`src/rtl/mips_multicycle_control_pkg.sv`:
```
// Shared constants for the multicycle MIPS controller: opcodes, functs,
// ALU control codes, FSM state encoding and datapath mux-select encodings.
package mips_defines;

  localparam logic [5:0] OP_RTYPE = 6'd0;
  localparam logic [5:0] OP_J     = 6'd2;
  localparam logic [5:0] OP_JAL   = 6'd3;
  localparam logic [5:0] OP_BEQ   = 6'd4;
  localparam logic [5:0] OP_BNE   = 6'd5;
  localparam logic [5:0] OP_ADDI  = 6'd8;
  localparam logic [5:0] OP_SLTI  = 6'd10;
  localparam logic [5:0] OP_ANDI  = 6'd12;
  localparam logic [5:0] OP_ORI   = 6'd13;
  localparam logic [5:0] OP_LUI   = 6'd15;
  localparam logic [5:0] OP_LW    = 6'd35;
  localparam logic [5:0] OP_SW    = 6'd43;

  localparam logic [5:0] FN_SLL = 6'd0;
  localparam logic [5:0] FN_SRL = 6'd2;
  localparam logic [5:0] FN_JR  = 6'd8;
  localparam logic [5:0] FN_ADD = 6'd32;
  localparam logic [5:0] FN_SUB = 6'd34;
  localparam logic [5:0] FN_AND = 6'd36;
  localparam logic [5:0] FN_OR  = 6'd37;
  localparam logic [5:0] FN_XOR = 6'd38;
  localparam logic [5:0] FN_NOR = 6'd39;
  localparam logic [5:0] FN_SLT = 6'd42;

  typedef enum logic [3:0] {
    ALU_AND = 4'd0,
    ALU_OR  = 4'd1,
    ALU_ADD = 4'd2,
    ALU_XOR = 4'd3,
    ALU_NOR = 4'd4,
    ALU_SUB = 4'd6,
    ALU_SLT = 4'd7,
    ALU_SLL = 4'd8,
    ALU_SRL = 4'd9
  } alu_ctl_e;

  typedef enum logic [3:0] {
    S_FETCH      = 4'd0,
    S_FETCH_WAIT = 4'd1,
    S_DECODE     = 4'd2,
    S_EXEC_R     = 4'd3,
    S_RWB        = 4'd4,
    S_EXEC_I     = 4'd5,
    S_IWB        = 4'd6,
    S_MEMADR     = 4'd7,
    S_MEMREAD    = 4'd8,
    S_MEMWB      = 4'd9,
    S_MEMWRITE   = 4'd10,
    S_BRANCH     = 4'd11,
    S_JUMP       = 4'd12,
    S_JR         = 4'd13,
    S_ERROR      = 4'd15
  } state_e;

  // Which ALU operation family the current state needs.
  typedef enum logic [1:0] {
    CLS_ADD   = 2'd0,
    CLS_SUB   = 2'd1,
    CLS_RTYPE = 2'd2,
    CLS_ITYPE = 2'd3
  } alu_cls_e;

  localparam logic [1:0] PCSRC_ALU    = 2'd0;
  localparam logic [1:0] PCSRC_ALUOUT = 2'd1;
  localparam logic [1:0] PCSRC_JUMP   = 2'd2;
  localparam logic [1:0] PCSRC_RS     = 2'd3;

  localparam logic [1:0] REGDST_RT = 2'd0;
  localparam logic [1:0] REGDST_RD = 2'd1;
  localparam logic [1:0] REGDST_RA = 2'd2;

  localparam logic [1:0] M2R_ALUOUT = 2'd0;
  localparam logic [1:0] M2R_MDR    = 2'd1;
  localparam logic [1:0] M2R_PC     = 2'd2;

  localparam logic [1:0] SRCA_PC    = 2'd0;
  localparam logic [1:0] SRCA_A     = 2'd1;
  localparam logic [1:0] SRCA_SHAMT = 2'd2;

  localparam logic [2:0] SRCB_B       = 3'd0;
  localparam logic [2:0] SRCB_FOUR    = 3'd1;
  localparam logic [2:0] SRCB_SEXT    = 3'd2;
  localparam logic [2:0] SRCB_ZEXT    = 3'd3;
  localparam logic [2:0] SRCB_SEXT_SH = 3'd4;
  localparam logic [2:0] SRCB_LUI     = 3'd5;

  // Dispatch target out of DECODE.
  function automatic state_e decode_dispatch(input logic [5:0] op, input logic [5:0] fn);
    state_e s;
    case (op)
      OP_RTYPE:                                  s = (fn == FN_JR) ? S_JR : S_EXEC_R;
      OP_LW, OP_SW:                              s = S_MEMADR;
      OP_BEQ, OP_BNE:                            s = S_BRANCH;
      OP_ADDI, OP_ANDI, OP_ORI, OP_SLTI, OP_LUI: s = S_EXEC_I;
      OP_J, OP_JAL:                              s = S_JUMP;
      default:                                   s = S_ERROR;
    endcase
    return s;
  endfunction

endpackage

```
`src/rtl/mips_alu_decoder.sv`:
```
// Combinational ALU control decode from the state's operation class plus
// the instruction opcode/funct; flags functs/opcodes with no ALU mapping.
module mips_alu_decoder
  import mips_defines::*;
(
  input  alu_cls_e    i_cls,
  input  logic [5:0]  i_opcode,
  input  logic [5:0]  i_funct,
  output alu_ctl_e    o_alu_ctl,
  output logic        o_illegal
);

  always_comb begin
    o_alu_ctl = ALU_ADD;
    o_illegal = 1'b0;
    case (i_cls)
      CLS_SUB: o_alu_ctl = ALU_SUB;
      CLS_RTYPE: begin
        case (i_funct)
          FN_SLL:  o_alu_ctl = ALU_SLL;
          FN_SRL:  o_alu_ctl = ALU_SRL;
          FN_ADD:  o_alu_ctl = ALU_ADD;
          FN_SUB:  o_alu_ctl = ALU_SUB;
          FN_AND:  o_alu_ctl = ALU_AND;
          FN_OR:   o_alu_ctl = ALU_OR;
          FN_XOR:  o_alu_ctl = ALU_XOR;
          FN_NOR:  o_alu_ctl = ALU_NOR;
          FN_SLT:  o_alu_ctl = ALU_SLT;
          default: o_illegal = 1'b1;
        endcase
      end
      CLS_ITYPE: begin
        case (i_opcode)
          OP_ADDI: o_alu_ctl = ALU_ADD;
          OP_SLTI: o_alu_ctl = ALU_SLT;
          OP_ANDI: o_alu_ctl = ALU_AND;
          OP_ORI:  o_alu_ctl = ALU_OR;
          OP_LUI:  o_alu_ctl = ALU_ADD;
          default: o_illegal = 1'b1;
        endcase
      end
      default: o_alu_ctl = ALU_ADD;
    endcase
  end

endmodule

```
`src/rtl/mips_multicycle_control.sv`:
```
// Moore sequencer for the multicycle MIPS datapath, with single-step mode.
// state | meaning
// FETCH 0 | memory read at PC; waits for step in step mode
// FETCH_WAIT 1 | load IR, PC <= PC+4
// DECODE 2 | ALUOut <= branch target, dispatch on opcode
// EXEC_R 3 | R-type ALU op
// RWB 4 | write rd
// EXEC_I 5 | immediate ALU op
// IWB 6 | write rt
// MEMADR 7 | compute load/store address
// MEMREAD 8 | memory read at ALUOut
// MEMWB 9 | write loaded data to rt
// MEMWRITE 10 | memory write at ALUOut
// BRANCH 11 | compare, conditional PC load
// JUMP 12 | PC <= jump target (jal also links $31)
// JR 13 | PC <= rs
// ERROR 15 | illegal instruction, held until reset
module mips_multicycle_control
  import mips_defines::*;
#(
  parameter int STATE_W = 4
) (
  input  logic               clk,
  input  logic               rstb,
  input  logic [5:0]         opcode,
  input  logic [5:0]         funct,
  input  logic               zero,
  input  logic               step_mode,
  input  logic               step,
  output logic               pc_wr,
  output logic [1:0]         pc_src,
  output logic               iord,
  output logic               mem_wr_ena,
  output logic               ir_wr,
  output logic               reg_wr,
  output logic [1:0]         reg_dst,
  output logic [1:0]         mem_to_reg,
  output logic [1:0]         alu_src_a,
  output logic [2:0]         alu_src_b,
  output logic [3:0]         alu_ctl,
  output logic               instr_done,
  output logic               error,
  output logic [STATE_W-1:0] state
);

  state_e   r_state;
  state_e   w_next;
  state_e   w_cur;
  alu_cls_e w_cls;
  alu_ctl_e w_alu_ctl;
  logic     w_illegal;

  always_ff @(posedge clk) begin
    if (!rstb) r_state <= S_FETCH;
    else       r_state <= w_next;
  end

  // Outputs decode from FETCH while reset is low so nothing writes in the reset cycle.
  always_comb begin
    w_cur = r_state;
    if (!rstb) w_cur = S_FETCH;
  end

  always_comb begin
    w_cls = CLS_ADD;
    case (w_cur)
      S_EXEC_R: w_cls = CLS_RTYPE;
      S_EXEC_I: w_cls = CLS_ITYPE;
      S_BRANCH: w_cls = CLS_SUB;
      default:  w_cls = CLS_ADD;
    endcase
  end

  mips_alu_decoder u_alu_dec (
    .i_cls     (w_cls),
    .i_opcode  (opcode),
    .i_funct   (funct),
    .o_alu_ctl (w_alu_ctl),
    .o_illegal (w_illegal)
  );

  always_comb begin
    w_next = r_state;
    case (r_state)
      S_FETCH:      if (!step_mode || step) w_next = S_FETCH_WAIT;
      S_FETCH_WAIT: w_next = S_DECODE;
      S_DECODE:     w_next = decode_dispatch(opcode, funct);
      S_EXEC_R:     w_next = w_illegal ? S_ERROR : S_RWB;
      S_EXEC_I:     w_next = S_IWB;
      S_MEMADR:     w_next = (opcode == OP_LW) ? S_MEMREAD : S_MEMWRITE;
      S_MEMREAD:    w_next = S_MEMWB;
      S_RWB, S_IWB, S_MEMWB, S_MEMWRITE,
      S_BRANCH, S_JUMP, S_JR: w_next = S_FETCH;
      S_ERROR:      w_next = S_ERROR;
      default:      w_next = S_ERROR;
    endcase
  end

  always_comb begin
    pc_wr      = 1'b0;
    pc_src     = PCSRC_ALU;
    iord       = 1'b0;
    mem_wr_ena = 1'b0;
    ir_wr      = 1'b0;
    reg_wr     = 1'b0;
    reg_dst    = REGDST_RT;
    mem_to_reg = M2R_ALUOUT;
    alu_src_a  = SRCA_PC;
    alu_src_b  = SRCB_B;
    instr_done = 1'b0;
    error      = 1'b0;
    case (w_cur)
      S_FETCH_WAIT: begin
        ir_wr     = 1'b1;
        pc_wr     = 1'b1;
        alu_src_b = SRCB_FOUR;
      end
      S_DECODE: alu_src_b = SRCB_SEXT_SH;
      S_EXEC_R: begin
        alu_src_a = (funct == FN_SLL || funct == FN_SRL) ? SRCA_SHAMT : SRCA_A;
        alu_src_b = SRCB_B;
      end
      S_RWB: begin
        reg_wr     = 1'b1;
        reg_dst    = REGDST_RD;
        instr_done = 1'b1;
      end
      S_EXEC_I: begin
        alu_src_a = SRCA_A;
        case (opcode)
          OP_ANDI, OP_ORI: alu_src_b = SRCB_ZEXT;
          OP_LUI:          alu_src_b = SRCB_LUI;
          default:         alu_src_b = SRCB_SEXT;
        endcase
      end
      S_IWB: begin
        reg_wr     = 1'b1;
        instr_done = 1'b1;
      end
      S_MEMADR: begin
        alu_src_a = SRCA_A;
        alu_src_b = SRCB_SEXT;
      end
      S_MEMREAD: iord = 1'b1;
      S_MEMWB: begin
        reg_wr     = 1'b1;
        mem_to_reg = M2R_MDR;
        instr_done = 1'b1;
      end
      S_MEMWRITE: begin
        iord       = 1'b1;
        mem_wr_ena = 1'b1;
        instr_done = 1'b1;
      end
      S_BRANCH: begin
        alu_src_a  = SRCA_A;
        alu_src_b  = SRCB_B;
        pc_src     = PCSRC_ALUOUT;
        pc_wr      = ((opcode == OP_BEQ) && zero) || ((opcode == OP_BNE) && !zero);
        instr_done = 1'b1;
      end
      S_JUMP: begin
        pc_src     = PCSRC_JUMP;
        pc_wr      = 1'b1;
        instr_done = 1'b1;
        if (opcode == OP_JAL) begin
          reg_wr     = 1'b1;
          reg_dst    = REGDST_RA;
          mem_to_reg = M2R_PC;
        end
      end
      S_JR: begin
        pc_src     = PCSRC_RS;
        pc_wr      = 1'b1;
        instr_done = 1'b1;
      end
      S_ERROR: error = 1'b1;
      default: ;
    endcase
  end

  assign alu_ctl = w_alu_ctl;
  assign state   = STATE_W'(r_state);

endmodule

```
`config.mk`:
```
export PLATFORM = sky130hd
export DESIGN_NAME = mips_multicycle_control
export DESIGN_NICKNAME = d
export VERILOG_FILES = /design/src/rtl/mips_multicycle_control_pkg.sv /design/src/rtl/mips_alu_decoder.sv /design/src/rtl/mips_multicycle_control.sv
export SDC_FILE = /design/constraint.sdc
export NUM_CORES = 1
export LEC_CHECK = 0
export BUFFER_PORTS_ARGS = -buffer_cell sky130_fd_sc_hd__buf_2
export CAP_MARGIN = 15
export CORE_UTILIZATION = 50
export CTS_CLUSTER_SIZE = 10
export DETAILED_ROUTE_END_ITERATION = 8
export GPL_TIMING_DRIVEN = 0
export PLACE_DENSITY = 0.85
export SYNTH_ARGS = -nofsm -noshare
export SYNTH_HDL_FRONTEND = slang
export SYNTH_SLANG_ARGS = --single-unit
export TNS_END_PERCENT = 100
```
`constraint.sdc`:
```
create_clock -name clk -period 4.83 [get_ports clk]
set_clock_uncertainty 0.2 [all_clocks]
set_input_delay 0.2415 -clock clk [delete_from_list [all_inputs] [get_ports clk]]
set_output_delay 0.2415 -clock clk [all_outputs]
set_load 0.005 [all_outputs]
```
# After elaboration in Yosys (flattened, before gate mapping)
# Index checks and enable logic that the tools add are counted.
dict set report totals {
  reg_bits 4
  in_bits 17
  elab_cells 104
}
dict set report op_classes {
  eq_ne 51
  mux 30
  n_reduce_logical 22
}
# operator n
set op_table {}
lappend op_table {{case mux 4 bit (8 select lines)} 2}
lappend op_table {{== test 6 bit (second input constant)} 9}
lappend op_table {{== test 4 bit (second input constant)} 13}
lappend op_table {{== test 6 x 4 -> 1 bit (second input constant)} 6}
lappend op_table {{== test 4 x 3 -> 1 bit (second input constant)} 8}
lappend op_table {{case mux 4 bit (5 select lines)} 1}
lappend op_table {{== test 6 x 2 -> 1 bit (second input constant)} 3}
lappend op_table {{== test 4 x 2 -> 1 bit (second input constant)} 4}
lappend op_table {{two-way mux 4 bit} 4}
lappend op_table {{OR reduction 7 bit} 2}
lappend op_table {{== test 6 x 3 -> 1 bit (second input constant)} 2}
lappend op_table {{zero test 6 bit} 2}
lappend op_table {{case mux 2 bit (2 select lines)} 3}
lappend op_table {{case mux 2 bit (3 select lines)} 2}
lappend op_table {{case mux 3 bit (4 select lines)} 1}
lappend op_table {{case mux 4 bit (3 select lines)} 1}
lappend op_table {{OR reduction 2 bit} 5}
lappend op_table {{case mux 3 bit (3 select lines)} 1}
lappend op_table {{OR reduction 3 bit} 3}
lappend op_table {{OR reduction 9 bit} 1}
lappend op_table {{== test 4 x 1 -> 1 bit (second input constant)} 2}
lappend op_table {{two-way mux 1 bit} 8}
lappend op_table {{two-way mux 2 bit} 3}
lappend op_table {{case mux 1 bit (2 select lines)} 3}
lappend op_table {{other kinds (9)} 14}

# Longest topological paths before layout
dict set report depth {
  depth_word 7
  ltp_mapped 6
  depth_no_buf 4
}

# Modules after synthesis
# A second synthesis with hierarchy kept.
dict set report unflattened {
  cells_unflattened 158
  area_unflattened_um2 1017.2
}
# module instances cells_per_inst area_per_inst_um2 seq_area_each_um2
set by_module_without_submodules {}
lappend by_module_without_submodules {mips_multicycle_control 1 118 775.7 80.1}
lappend by_module_without_submodules {mips_alu_decoder 1 40 241.5 0.0}

# Worst setup path after synthesis
# No wires, ideal clock.
dict set report synth_path {
  path_kind {register to output}
  from {register r_state[0] (netlist: state[0])}
  to {output alu_ctl[2]}
  arrival_time_ns 1.333
  path_slack_ns 3.055
  path_stages_with_launch 5
  cell_sequence {dfxtp_1 buf_2 nand3b_4 or3_1 o32ai_1}
}
dict set report synth_via {
  elab_chain_len 5
  word_cells_on_any_way 9
}
# element line_no
set synth_rtl {}
lappend synth_rtl {{start, declared} mips_multicycle_control.sv:46} ;# state_e r_state;
lappend synth_rtl {{start signal, assigned} mips_multicycle_control.sv:55} ;# else r_state <= w_next;
lappend synth_rtl {{two-way mux 4 bit *} mips_multicycle_control.sv:61} ;# if (!rstb) w_cur = S_FETCH;
lappend synth_rtl {{== test 4 bit (tied with other cells)} mips_multicycle_control.sv:66} ;# case (w_cur)
lappend synth_rtl {{case mux 2 bit (3 select lines) *} mips_multicycle_control.sv:66}
lappend synth_rtl {{== test 2 bit / == test 2 x 1 -> 1 bit (equally long branches)} mips_alu_decoder.sv:16} ;# case (i_cls)
lappend synth_rtl {{case mux 4 bit (3 select lines) *} mips_alu_decoder.sv:16}
lappend synth_rtl {{end, declared} mips_multicycle_control.sv:40} ;# output logic [3:0] alu_ctl,
# Every way passes the cells marked *; elsewhere a longest branch is shown, timed or not.

# Worst setup path after layout
dict set report layout_path {
  from {register r_state[3] (netlist: state[3])}
  to {output instr_done}
}
dict set report layout_via {
  elab_chain_len 4
  word_cells_on_any_way 10
}
# element line_no
set layout_rtl {}
lappend layout_rtl {{two-way mux 4 bit *} mips_multicycle_control.sv:61}
lappend layout_rtl {{== test 4 bit / == test 4 x 3 -> 1 bit (equally long branches)} mips_multicycle_control.sv:112} ;# case (w_cur)
lappend layout_rtl {{OR reduction 7 bit (no source line) *} -}
lappend layout_rtl {{two-way mux 1 bit *} mips_multicycle_control.sv:112}
lappend layout_rtl {{end, declared} mips_multicycle_control.sv:41} ;# output logic instr_done,
# Marks and branches as above.

==> summary by stage <==
Setup path
Walking the worst path, the cells encountered are clkbuf_1 > buf_2 > nand3_1 > nand3_1 > a21oi_1 > buf_2. Along the worst path, the maximum fanout reaches 10. For the worst setup path, the data required time is 4.39 ns. The highest-delay cell along the critical path is sky130_fd_sc_hd__dfxtp_1. The type of the setup path with the least slack is reg2out. The setup slack of the most critical reg-to-reg path is 3.04 ns. Data on the critical path arrives at its endpoint at 1.83 ns. The largest single stage delay on the critical path is 0.47 ns. The endpoint class of the critical path is a primary output. The cell family contributing the most delay on the critical path is buffers and inverters. The number of buffers and inverters on the critical path is 3.

The worst setup path is launched from a flip-flop.

Timing
The final critical-path share of the clock period is roughly 47%. The hold violation count in the final report came to 0. The worst relative slew slack is 56.59%. Setup violations remaining at the end of the flow were counted as 0.

The pin slew with the least headroom to its limit is approximately 0.65 ns. The fmax is around 440 MHz. The final-report max-slew violation count is 0. Across all hold checks on the routed design, the worst slack comes to around 0.19 ns. Setup repair after global routing left no endpoint under its margin. Counting I/O delays and the setup requirement, the final critical path takes around 2.3 ns. The accumulated negative setup slack is 0 ns.

CTS
After clock tree synthesis, the setup repair step added 0 buffers. The clock drives 4 sinks. The TritonCTS clock tree is yes. The tree is rooted in a sky130_fd_sc_hd__clkbuf_4. The number of buffers added to fix hold violations after cts is 0. The number of buffers between clock root and the deepest sink is 2. The later pin in the worst-skew pair is clocked with a latency of 0.24 ns. The post-CTS resize count is 0. The CTS buffer count is 3. The number of H-tree levels is 1. The clock transition at the register clock pins on the worst setup and hold paths after CTS is 0.04 ns.

Yosys
Among all flip-flop cells after synthesis, the most frequent one is sky130_fd_sc_hd__dfxtp_1. The fraction of synthesized area in multiplexers is 0%. Ranked by total cell area, the synthesized netlist is headed by sky130_fd_sc_hd__dfxtp_1, sky130_fd_sc_hd__nand2_1, sky130_fd_sc_hd__nor2_1. The number of nets in the synthesized netlist is 156. By area, the combinational part of the netlist is dominated by simple AND/OR/NAND/NOR gates. Summed over all instances, the cell type with the most area after synthesis is sky130_fd_sc_hd__dfxtp_1. After synthesis, the netlist uses 50 different library cells. Summing the areas of all and, or, nand and nor instances in the mapped netlist gives 44.44% of the synthesized area.

In this run the cell area of the synthesized design comes to 900.9 um^2. The post-synthesis adder-cell area fraction is 0%. The register bit total from synthesis is 4. The cell count after synthesis came out at roughly 140.

The share of async-settable or async-resettable flops after synthesis is 0%. The xor and xnor area share after synthesis is 1.944%. The synthesized netlist devotes 34.58% of its cell area to compound gates. The synthesized area per cell is 6.481 um^2.

The proportion of netlist area held by the largest area contributor is 8.889%. The portion of the post-synthesis area used by sequential elements is 8.889%. The synthesized design contains 0 enable-type register cells. The commonest cells after synthesis are sky130_fd_sc_hd__nand2_1, sky130_fd_sc_hd__nor2_1, sky130_fd_sc_hd__a21oi_1.

The synthesis warning total is 0. In the post-synthesis netlist, the cell with the most instances is sky130_fd_sc_hd__nand2_1.

Pwr
In this run the static leakage power is just under 0.0005 uW. In this run the power density over the cells is 312.6 nW/um^2. VDD sags by at most 0.0002435 V.

Floorplanning
The initial utilization of the core area, before any placement, comes to around 57%. The core outline area is 1594 um^2. The die area is 1975 um^2.

The number of I/O pins is 43. The row count is 14. The die is 44.45 um tall.

The floorplan step set the die width to 44.45 um.

Layout
Of the cells placed in the final design, the portion with a size suffix greater than 1 is a little under a third. The utilization after layout is around 72%. For this run, the post-layout net count is 199. The number of antenna repair diodes is 0. The synthesis-to-finish area growth is 26.94%. The register with the most flip-flops in the layout has 4 of them.

Once layout is done, the placed cells without fillers occupy 1144 um^2.

Drt
Dividing the detail-routed wire length by the instance count gives 15.02 um. The detailed-route DRC error count is 0. After detailed routing, the number of vias per cell comes to between 6 and 7. The total detailed-routing wirelength is 3064 um. Before antenna repair, the detailed router went through 5 iterations. The overall via count from detail_route is between 1000 and 1500. The first-iteration detailed-routing DRC count is between 100 and 150. Once detail routing completed, the nets flagged for antenna violations numbered 0.

Placed design
Buffers placed on the I/O ports in this run total 38. The placed instance area is 1121 um^2. The HPWL after detailed placement is 2369 um. At the end of routability-driven placement, the weighted congestion stood at 1.015.

Run
Across the run, the number of max-cap violations was 0.

Global route
The overall routing resource usage is 33.64%. The initial antenna violation count is 0. The final global-route overflow total is 0. The number of global-route vias before repair is 1130. The first global-routing pass estimated just over 5000 um of wire. The largest net degree at the start of global routing is 11.

Status
The flow ran to the end, and the final reports show no timing, DRC or antenna violations.

Hold path
The path class of the lowest-slack min-delay path is in2reg.
-- cells in the final DEF, fill, tap and decap left out, drive strengths merged, types with 2 or more instances in the layout --
| cell type | count |
|---|---|
| nor2 | 12 |
| o22ai | 2 |
| buf | 48 |
| a32oi | 2 |
| nor3 | 7 |
| nor2b | 2 |
| nand2 | 13 |
| nand3 | 6 |
| o21bai | 2 |
| inv | 6 |
| nand4b | 2 |
| nor4 | 6 |
| xnor2 | 2 |
| nand2b | 4 |
| nand3b | 2 |
| a41oi | 2 |
| dfxtp | 4 |
| a2bb2oi | 2 |
| clkbuf | 8 |
| or3 | 4 |
| a31oi | 6 |
| or4 | 2 |
| nor3b | 3 |
| o21ai | 8 |
| a21oi | 8 |
-- path summary, 6_finish.rpt --
path	startpoint	end	depth (start not counted)
max	state[3]	instr_done	6
min	step_mode	state[0]	4
max reg2reg	state[3]	state[3]	4
min reg2reg	state[3]	state[2]	2
-- report_power, final --
group          total [uW]  internal, uW  leakage (uW)  switching [uW]
registers            59.4          45.3     0.0000329            14.1
clock network        41.0          27.7     0.0000138            13.2
logic                 257          96.5      0.000449             161
total                 357           170      0.000495             188
-- worst reg2reg max path: stages (launching register included) --
cell and delay, ns:
sky130_fd_sc_hd__dfxtp_1 0.38, sky130_fd_sc_hd__clkbuf_1 0.25, sky130_fd_sc_hd__nor3_1 0.46, sky130_fd_sc_hd__o311ai_0 0.23, sky130_fd_sc_hd__a41oi_1 0.19
-- per-layer routing --
metal	global-route usage [%]	wire, um
met1	46.10	1206
met3	8.163	340
met4	6.667	115
met5	0	0
met2	53.53	1401
-- cells by family (layout without fill, tap and decap cells) --
family | count (synthesis) | after routing
AOI/OAI and AO/OA | 45 | 45
xor gates and xnor gates | 2 | 2
buffers and inverters | 21 | 62
DFF | 4 | 4
and+or+nand+nor | 67 | 67
-- layout make-up --
| class | count | area [um^2] |
|---|---|---|
| Multi-Input combinational cell | 114 | 729.5 |
| Sequential cell | 4 | 80.08 |
| Tap cell | 24 | 30.03 |
| Clock buffer | 3 | 22.52 |
| Fill cell | 145 | 450.4 |
| Buffer | 15 | 68.82 |
| Inverter | 6 | 22.52 |
| Timing Repair Buffer | 38 | 190.2 |
-- through the flow --
stage	cells	setup slack (ns)	total power, uW
2_1_floorplan	139	3.055	229.6
3_3_place_gp	201	2.899	301.3
3_5_place_dp	201	2.847	308.7
4_1_cts	204	2.591	352.1
5_1_grt	204	2.386	387.8
6_report	204	2.556	357.5
No activity file was read; power rests on OpenSTA's default activity.
